==> src/rtl/lsu_mem_stage_pkg.sv <==
// Shared constants for the load/store memory stage: widths, access codes, FSM states.
package lsu_mem_stage_pkg;

  localparam int unsigned LSU_XLEN = 32;
  localparam int unsigned LSU_BE_W = LSU_XLEN / 8;

  localparam logic [2:0] F3_B  = 3'b000;
  localparam logic [2:0] F3_H  = 3'b001;
  localparam logic [2:0] F3_W  = 3'b010;
  localparam logic [2:0] F3_BU = 3'b100;
  localparam logic [2:0] F3_HU = 3'b101;

  typedef enum logic [1:0] {
    IDLE = 2'd0,
    BUSY = 2'd1,
    DONE = 2'd2
  } lsu_state_e;

endpackage

==> src/rtl/lsu_mem_stage_align.sv <==
// Combinational access checks, byte enables, store-lane replication and load extension.
module lsu_align
  import lsu_mem_stage_pkg::*;
#(
  parameter int unsigned XLEN = LSU_XLEN,
  parameter int unsigned BE_W = LSU_BE_W
) (
  input  logic            mem_read,
  input  logic            mem_write,
  input  logic [2:0]      req_funct3,
  input  logic [1:0]      req_addr_lo,
  input  logic [XLEN-1:0] write_data,
  output logic            illegal,
  output logic            misaligned,
  output logic [BE_W-1:0] be,
  output logic [XLEN-1:0] wdata,
  input  logic [2:0]      rsp_funct3,
  input  logic [1:0]      rsp_addr_lo,
  input  logic [XLEN-1:0] rdata,
  output logic [XLEN-1:0] load_data
);

  logic [XLEN-1:0] lane;

  always_comb begin
    illegal = 1'b0;
    if (mem_read && mem_write) begin
      illegal = 1'b1;
    end else if (mem_write) begin
      illegal = !(req_funct3 inside {F3_B, F3_H, F3_W});
    end else if (mem_read) begin
      illegal = !(req_funct3 inside {F3_B, F3_H, F3_W, F3_BU, F3_HU});
    end
  end

  // Size is encoded in funct3[1:0]; the unsigned bit does not affect alignment or lanes.
  always_comb begin
    misaligned = 1'b0;
    be         = '1;
    wdata      = write_data;
    unique case (req_funct3[1:0])
      2'b00: begin
        be    = BE_W'(4'b0001) << req_addr_lo;
        wdata = {(XLEN/8){write_data[7:0]}};
      end
      2'b01: begin
        misaligned = req_addr_lo[0];
        be         = BE_W'(4'b0011) << {req_addr_lo[1], 1'b0};
        wdata      = {(XLEN/16){write_data[15:0]}};
      end
      2'b10: begin
        misaligned = (req_addr_lo != 2'b00);
      end
      default: begin
        misaligned = 1'b0;
      end
    endcase
  end

  always_comb begin
    lane = rdata >> {rsp_addr_lo, 3'b000};
    unique case (rsp_funct3)
      F3_B:    load_data = {{(XLEN-8){lane[7]}}, lane[7:0]};
      F3_H:    load_data = {{(XLEN-16){lane[15]}}, lane[15:0]};
      F3_BU:   load_data = {{(XLEN-8){1'b0}}, lane[7:0]};
      F3_HU:   load_data = {{(XLEN-16){1'b0}}, lane[15:0]};
      default: load_data = lane;
    endcase
  end

endmodule

==> src/rtl/lsu_mem_stage.sv <==
// Memory-access stage: issues one bus transaction per load/store and stalls the pipeline until it completes.
module lsu_mem_stage
  import lsu_mem_stage_pkg::*;
#(
  parameter int unsigned XLEN = LSU_XLEN,
  parameter int unsigned BE_W = LSU_BE_W
) (
  input  logic            clk,
  input  logic            reset,
  input  logic            MemRead,
  input  logic            MemWrite,
  input  logic [2:0]      Funct3,
  input  logic [XLEN-1:0] ALUResult,
  input  logic [XLEN-1:0] WriteData,
  output logic [XLEN-1:0] ReadData,
  output logic            Stall,
  output logic            AccessErr,
  output logic            mem_req,
  output logic            mem_we,
  output logic [XLEN-1:0] mem_addr,
  output logic [BE_W-1:0] mem_be,
  output logic [XLEN-1:0] mem_wdata,
  input  logic            mem_ready,
  input  logic [XLEN-1:0] mem_rdata
);

  lsu_state_e      state_q, state_d;
  logic            mem_req_q, mem_req_d;
  logic            mem_we_q, mem_we_d;
  logic [XLEN-1:0] mem_addr_q, mem_addr_d;
  logic [BE_W-1:0] mem_be_q, mem_be_d;
  logic [XLEN-1:0] mem_wdata_q, mem_wdata_d;
  logic [2:0]      funct3_q, funct3_d;
  logic [1:0]      addr_lo_q, addr_lo_d;
  logic [XLEN-1:0] read_data_q, read_data_d;
  logic            access_err_q, access_err_d;

  logic            illegal, misaligned;
  logic [BE_W-1:0] be_c;
  logic [XLEN-1:0] wdata_c, load_data_c;
  logic            stall_c;

  lsu_align #(
    .XLEN (XLEN),
    .BE_W (BE_W)
  ) u_align (
    .mem_read    (MemRead),
    .mem_write   (MemWrite),
    .req_funct3  (Funct3),
    .req_addr_lo (ALUResult[1:0]),
    .write_data  (WriteData),
    .illegal     (illegal),
    .misaligned  (misaligned),
    .be          (be_c),
    .wdata       (wdata_c),
    .rsp_funct3  (funct3_q),
    .rsp_addr_lo (addr_lo_q),
    .rdata       (mem_rdata),
    .load_data   (load_data_c)
  );

  always_comb begin
    state_d      = state_q;
    mem_req_d    = mem_req_q;
    mem_we_d     = mem_we_q;
    mem_addr_d   = mem_addr_q;
    mem_be_d     = mem_be_q;
    mem_wdata_d  = mem_wdata_q;
    funct3_d     = funct3_q;
    addr_lo_d    = addr_lo_q;
    read_data_d  = read_data_q;
    access_err_d = 1'b0;
    stall_c      = 1'b0;

    unique case (state_q)
      IDLE: begin
        if (MemRead || MemWrite) begin
          if (!illegal && !misaligned) begin
            state_d     = BUSY;
            mem_req_d   = 1'b1;
            mem_we_d    = MemWrite;
            mem_addr_d  = {ALUResult[XLEN-1:2], 2'b00};
            mem_be_d    = be_c;
            mem_wdata_d = wdata_c;
            funct3_d    = Funct3;
            addr_lo_d   = ALUResult[1:0];
            stall_c     = 1'b1;
          end else begin
            access_err_d = 1'b1;
          end
        end
      end
      BUSY: begin
        stall_c = 1'b1;
        if (mem_ready) begin
          state_d   = DONE;
          mem_req_d = 1'b0;
          if (!mem_we_q) begin
            read_data_d = load_data_c;
          end
        end
      end
      // The retiring instruction is still on the inputs here, so they must not be re-decoded.
      DONE: begin
        state_d = IDLE;
      end
      default: begin
        state_d   = IDLE;
        mem_req_d = 1'b0;
      end
    endcase
  end

  always_ff @(posedge clk) begin
    if (reset) begin
      state_q      <= IDLE;
      mem_req_q    <= 1'b0;
      mem_we_q     <= 1'b0;
      mem_addr_q   <= '0;
      mem_be_q     <= '0;
      mem_wdata_q  <= '0;
      funct3_q     <= '0;
      addr_lo_q    <= '0;
      read_data_q  <= '0;
      access_err_q <= 1'b0;
    end else begin
      state_q      <= state_d;
      mem_req_q    <= mem_req_d;
      mem_we_q     <= mem_we_d;
      mem_addr_q   <= mem_addr_d;
      mem_be_q     <= mem_be_d;
      mem_wdata_q  <= mem_wdata_d;
      funct3_q     <= funct3_d;
      addr_lo_q    <= addr_lo_d;
      read_data_q  <= read_data_d;
      access_err_q <= access_err_d;
    end
  end

  assign Stall     = stall_c && !reset;
  assign ReadData  = read_data_q;
  assign AccessErr = access_err_q;
  assign mem_req   = mem_req_q;
  assign mem_we    = mem_we_q;
  assign mem_addr  = mem_addr_q;
  assign mem_be    = mem_be_q;
  assign mem_wdata = mem_wdata_q;

endmodule
==> config.mk <==
export PLATFORM = sky130hd
export DESIGN_NAME = lsu_mem_stage
export DESIGN_NICKNAME = d
export VERILOG_FILES = /design/src/rtl/lsu_mem_stage_pkg.sv /design/src/rtl/lsu_mem_stage_align.sv /design/src/rtl/lsu_mem_stage.sv
export SDC_FILE = /design/constraint.sdc
export NUM_CORES = 1
export LEC_CHECK = 0
export BUFFER_PORTS_ARGS = -buffer_cell sky130_fd_sc_hd__buf_2
export CAP_MARGIN = 10
export CORE_ASPECT_RATIO = 1.1
export CORE_MARGIN = 4
export CORE_UTILIZATION = 49
export DETAILED_ROUTE_END_ITERATION = 16
export PLACE_DENSITY = 0.77
export SLEW_MARGIN = 20
export SYNTH_ARGS = -nofsm -noshare
export SYNTH_HDL_FRONTEND = slang
export SYNTH_SLANG_ARGS = --single-unit
==> constraint.sdc <==
create_clock -name clk -period 3.7 [get_ports clk]
set_clock_uncertainty 0.2 [all_clocks]
set_input_delay 0.74 -clock clk [delete_from_list [all_inputs] [get_ports clk]]
set_output_delay 0.74 -clock clk [all_outputs]
set_load 0.01 [all_outputs]
==> impl_metrics.ini <==
[run_status]
outcome = completed

[clock_tree]
h-tree-depth = 3
cts-resized-gates = 0
clk_pin_slew_ns = 0.06
cts_tree = built
cts_buffer_depth = 2
cts_made_buffers = 9
cts_sinks = 108
clk-insertion-delay-late_ns = 0.34
clockRootBuffer = clkbuf_16
post_cts_buffers = 0
hold_buffers = 0

[place]
placed_area_mm2 = 0.00637
place.gp.congestion = 0.895
io_buffers = 205
dp_hpwl_um = 10400

[route]
drc = 0
vias = 4786
via_per_inst = 5.25
firstDrtPassIters = 5
drt-total-wl_um = 14000
drt_iter0_drc = 210
ant_nets = 0
post_drt_wl_per_cell_um = 15.4

[critical_path]
cp_slowest_cell = a22o_1
max_stage_delay_ns = 0.36
startpoint_type = primary input
rrSetupSlack_ns = 1.06
crit_fanout = 11
crit_path_end_kind = output port
r2r_end = ReadData[30]$_SDFFE_PP0P_
reg2reg_from = addr_lo_q[0]$_SDFFE_PP0P_
path_class = in -> out
worstPathCellList = buf_2 -> inv_1 -> ha_1 -> inv_1 -> a22o_1 -> a211oi_4 -> o21a_1 -> buf_2
rr_worst_depth = 5
cp_data_required_time_ns = 2.76
crit_arrival_ns = 2.10

[global_route]
grt_pass1_wl_um = 22300
grt_overflow = 0
antenna_found_initial = 0
grt_max_degree = 91
grtUsageTotal_pct = 22.2
grt_pass1_vias = 4647

[synth]
synth_cells = 588
ys_types = 38
synthTopCellsByArea = dfxtp_1 (41%), nand2b_1 (12%), mux2i_1 (11%)
ys_ff_latch = 108
synthesis.area_mm2 = 0.00528
dominantRegCellSynth = dfxtp_1
syn_area_per_cell_um2 = 8.98
synth_top_area_share_pct = 40.9
seq_area_frac_synth_pct = 40.9
synth_edf_count = 0
yosysWarnings = 0
ys_async_sr_fraction_pct = 0
synth_top_area_cell = dfxtp_1

[power]
leakagePower_nw = 2.92
p_per_area_mw_per_mm2 = 416
vdd_drop_max_mv = 0.228

[floorplan]
rows = 39
dieArea_mm2 = 0.0125
io_pins = 208
dieHeight_um = 117
die_w_um = 107
floorplan.initialDensity_pct = 50.6
core_mm2 = 0.0104

[cells_and_area]
antenna_cells = 0
final_nets = 872
drive_gt1_share_pct = 33.0
area_delta_synth_final_pct = 26.4
final_area_mm2 = 0.00667

[min_path]
min_from = ReadData[6]$_SDFFE_PP0P_
worst_hold_path_type = reg -> reg
hold_path_depth = 2
hold_end = ReadData[6]$_SDFFE_PP0P_

[sta]
hold_viol_final = 0
rsz0062_at_grt = no
period_share_pct = 82.2
min_period_ns = 3.04
worst_slew_pin_slew_ns = 0.785
fmax_mhz = 329
fin_setup_tns_ns = 0
slew_headroom_pct = 46.3
finalSetupViolCount = 0
slew_viol_final = 0

[flow_run]
maxCapViolCount = 0
==> critical path: cells and delay by family <==
| family | cells | cell delay, ns |
|---|---|---|
| AOI/OAI and AO/OA | 3 | 0.78 |
| buffers and inverters | 4 | 0.36 |
| adders and majority gates | 1 | 0.20 |
==> final cells by class <==
| cell class | count | area [µm²] |
|---|---|---|
| clock buffer | 14 | 274 |
| clock inverter | 1 | 30.0 |
| fill | 929 | 3770 |
| inverter | 24 | 90.1 |
| multi-input combinational | 405 | 2820 |
| sequential | 108 | 2160 |
| tap | 143 | 179 |
| timing repair buffer | 217 | 1120 |
==> cell usage in the layout (no fill, tap or decap), types with 9 or more instances in the layout <==
cell       count
a211oi_1      17
a21oi_1       27
a221oi_1      20
a22o_1         9
buf_2        204
buf_4         13
clkbuf_16      9
dfxtp_1      108
inv_1         24
mux2_2        16
mux2i_1       59
nand2_1       51
nand2b_1      99
nor2_1        27
nor2b_1       12
nor3_1        10
o21ai_0       14
==> metrics by stage <==
step                      util [%]  total power [mW]  std cells  setup slack [ns]  hold slack, ns
after floorplan                  -              1.61        589             0.500           0.261
after global placement        61.0              1.80        897             0.694           0.245
after detailed placement      61.0              1.81        897             0.631           0.251
after CTS                     63.9              2.80        912             0.652           0.261
after global routing          63.9              2.92        912             0.529           0.277
final                         63.9              2.77        912             0.657           0.259
==> Yosys cell counts (all sizes together) (3+ instances only) <==
cell type  number
nor2           28
a22o            9
a211oi         18
mux2i          59
a2111oi         8
nand2          51
a221oi         20
o211ai          7
mux2           16
buf            17
a21oi          27
o21ai          14
nand2b         99
ha              3
nor2b          12
inv            24
dfxtp         108
nor3           10
o2bb2ai         8
clkbuf         35
==> registers in the layout (all words and copies together), names as in the netlist <==
name / flops
mem_addr: 30
addr_lo_q: 2
mem_be: 4
AccessErr: 1
funct3_q: 3
mem_req: 1
state_q: 2
mem_wdata: 32
mem_we: 1
ReadData: 32
==> cells by family (layout without fill, tap and decap cells) <==
kind of cell	after synthesis	after routing	synth area share (%)
DFF	108	108	40.9
muxes	76	76	15.0
other	1	2	0.0710
adders and majority gates	3	3	0.711
buffers and inverters	76	256	6.28
AOI/OAI and AO/OA	117	117	16.1
and+or+nand+nor	207	207	20.8
==> power breakdown <==
part / total [mW] / internal [mW] / switching (mW) / leakage (nW)
Clock: 0.985 / 0.578 / 0.408 / 0.149
Sequential: 1.28 / 1.24 / 0.0436 / 0.880
Combinational: 0.508 / 0.234 / 0.274 / 1.89
Total: 2.77 / 2.05 / 0.726 / 2.92
==> metal layers <==
metal  vias to the layer above  wire (µm)  GRT usage (%)
li1                       2370          -              -
met1                      2197       5880           27.7
met2                       188       6650           37.1
met3                        31       1080           5.54
met4                         0        383           8.95
met5                         -          0              0
==> worst max path at each step <==
stage                                       endpoint  slack [ns]  cells past startpoint  startpoint
after floorplan                                Stall        0.50                      9   Funct3[0]
after global placement                         Stall        0.69                      8   Funct3[0]
after detailed placement  mem_wdata[28]$_SDFFE_PP0P_        0.63                      8   Funct3[0]
after CTS                                      Stall        0.65                      8   Funct3[0]
after global routing                           Stall        0.53                      8   Funct3[0]
final                                          Stall        0.66                      8   Funct3[0]
Power figures use the tool's default switching activity.
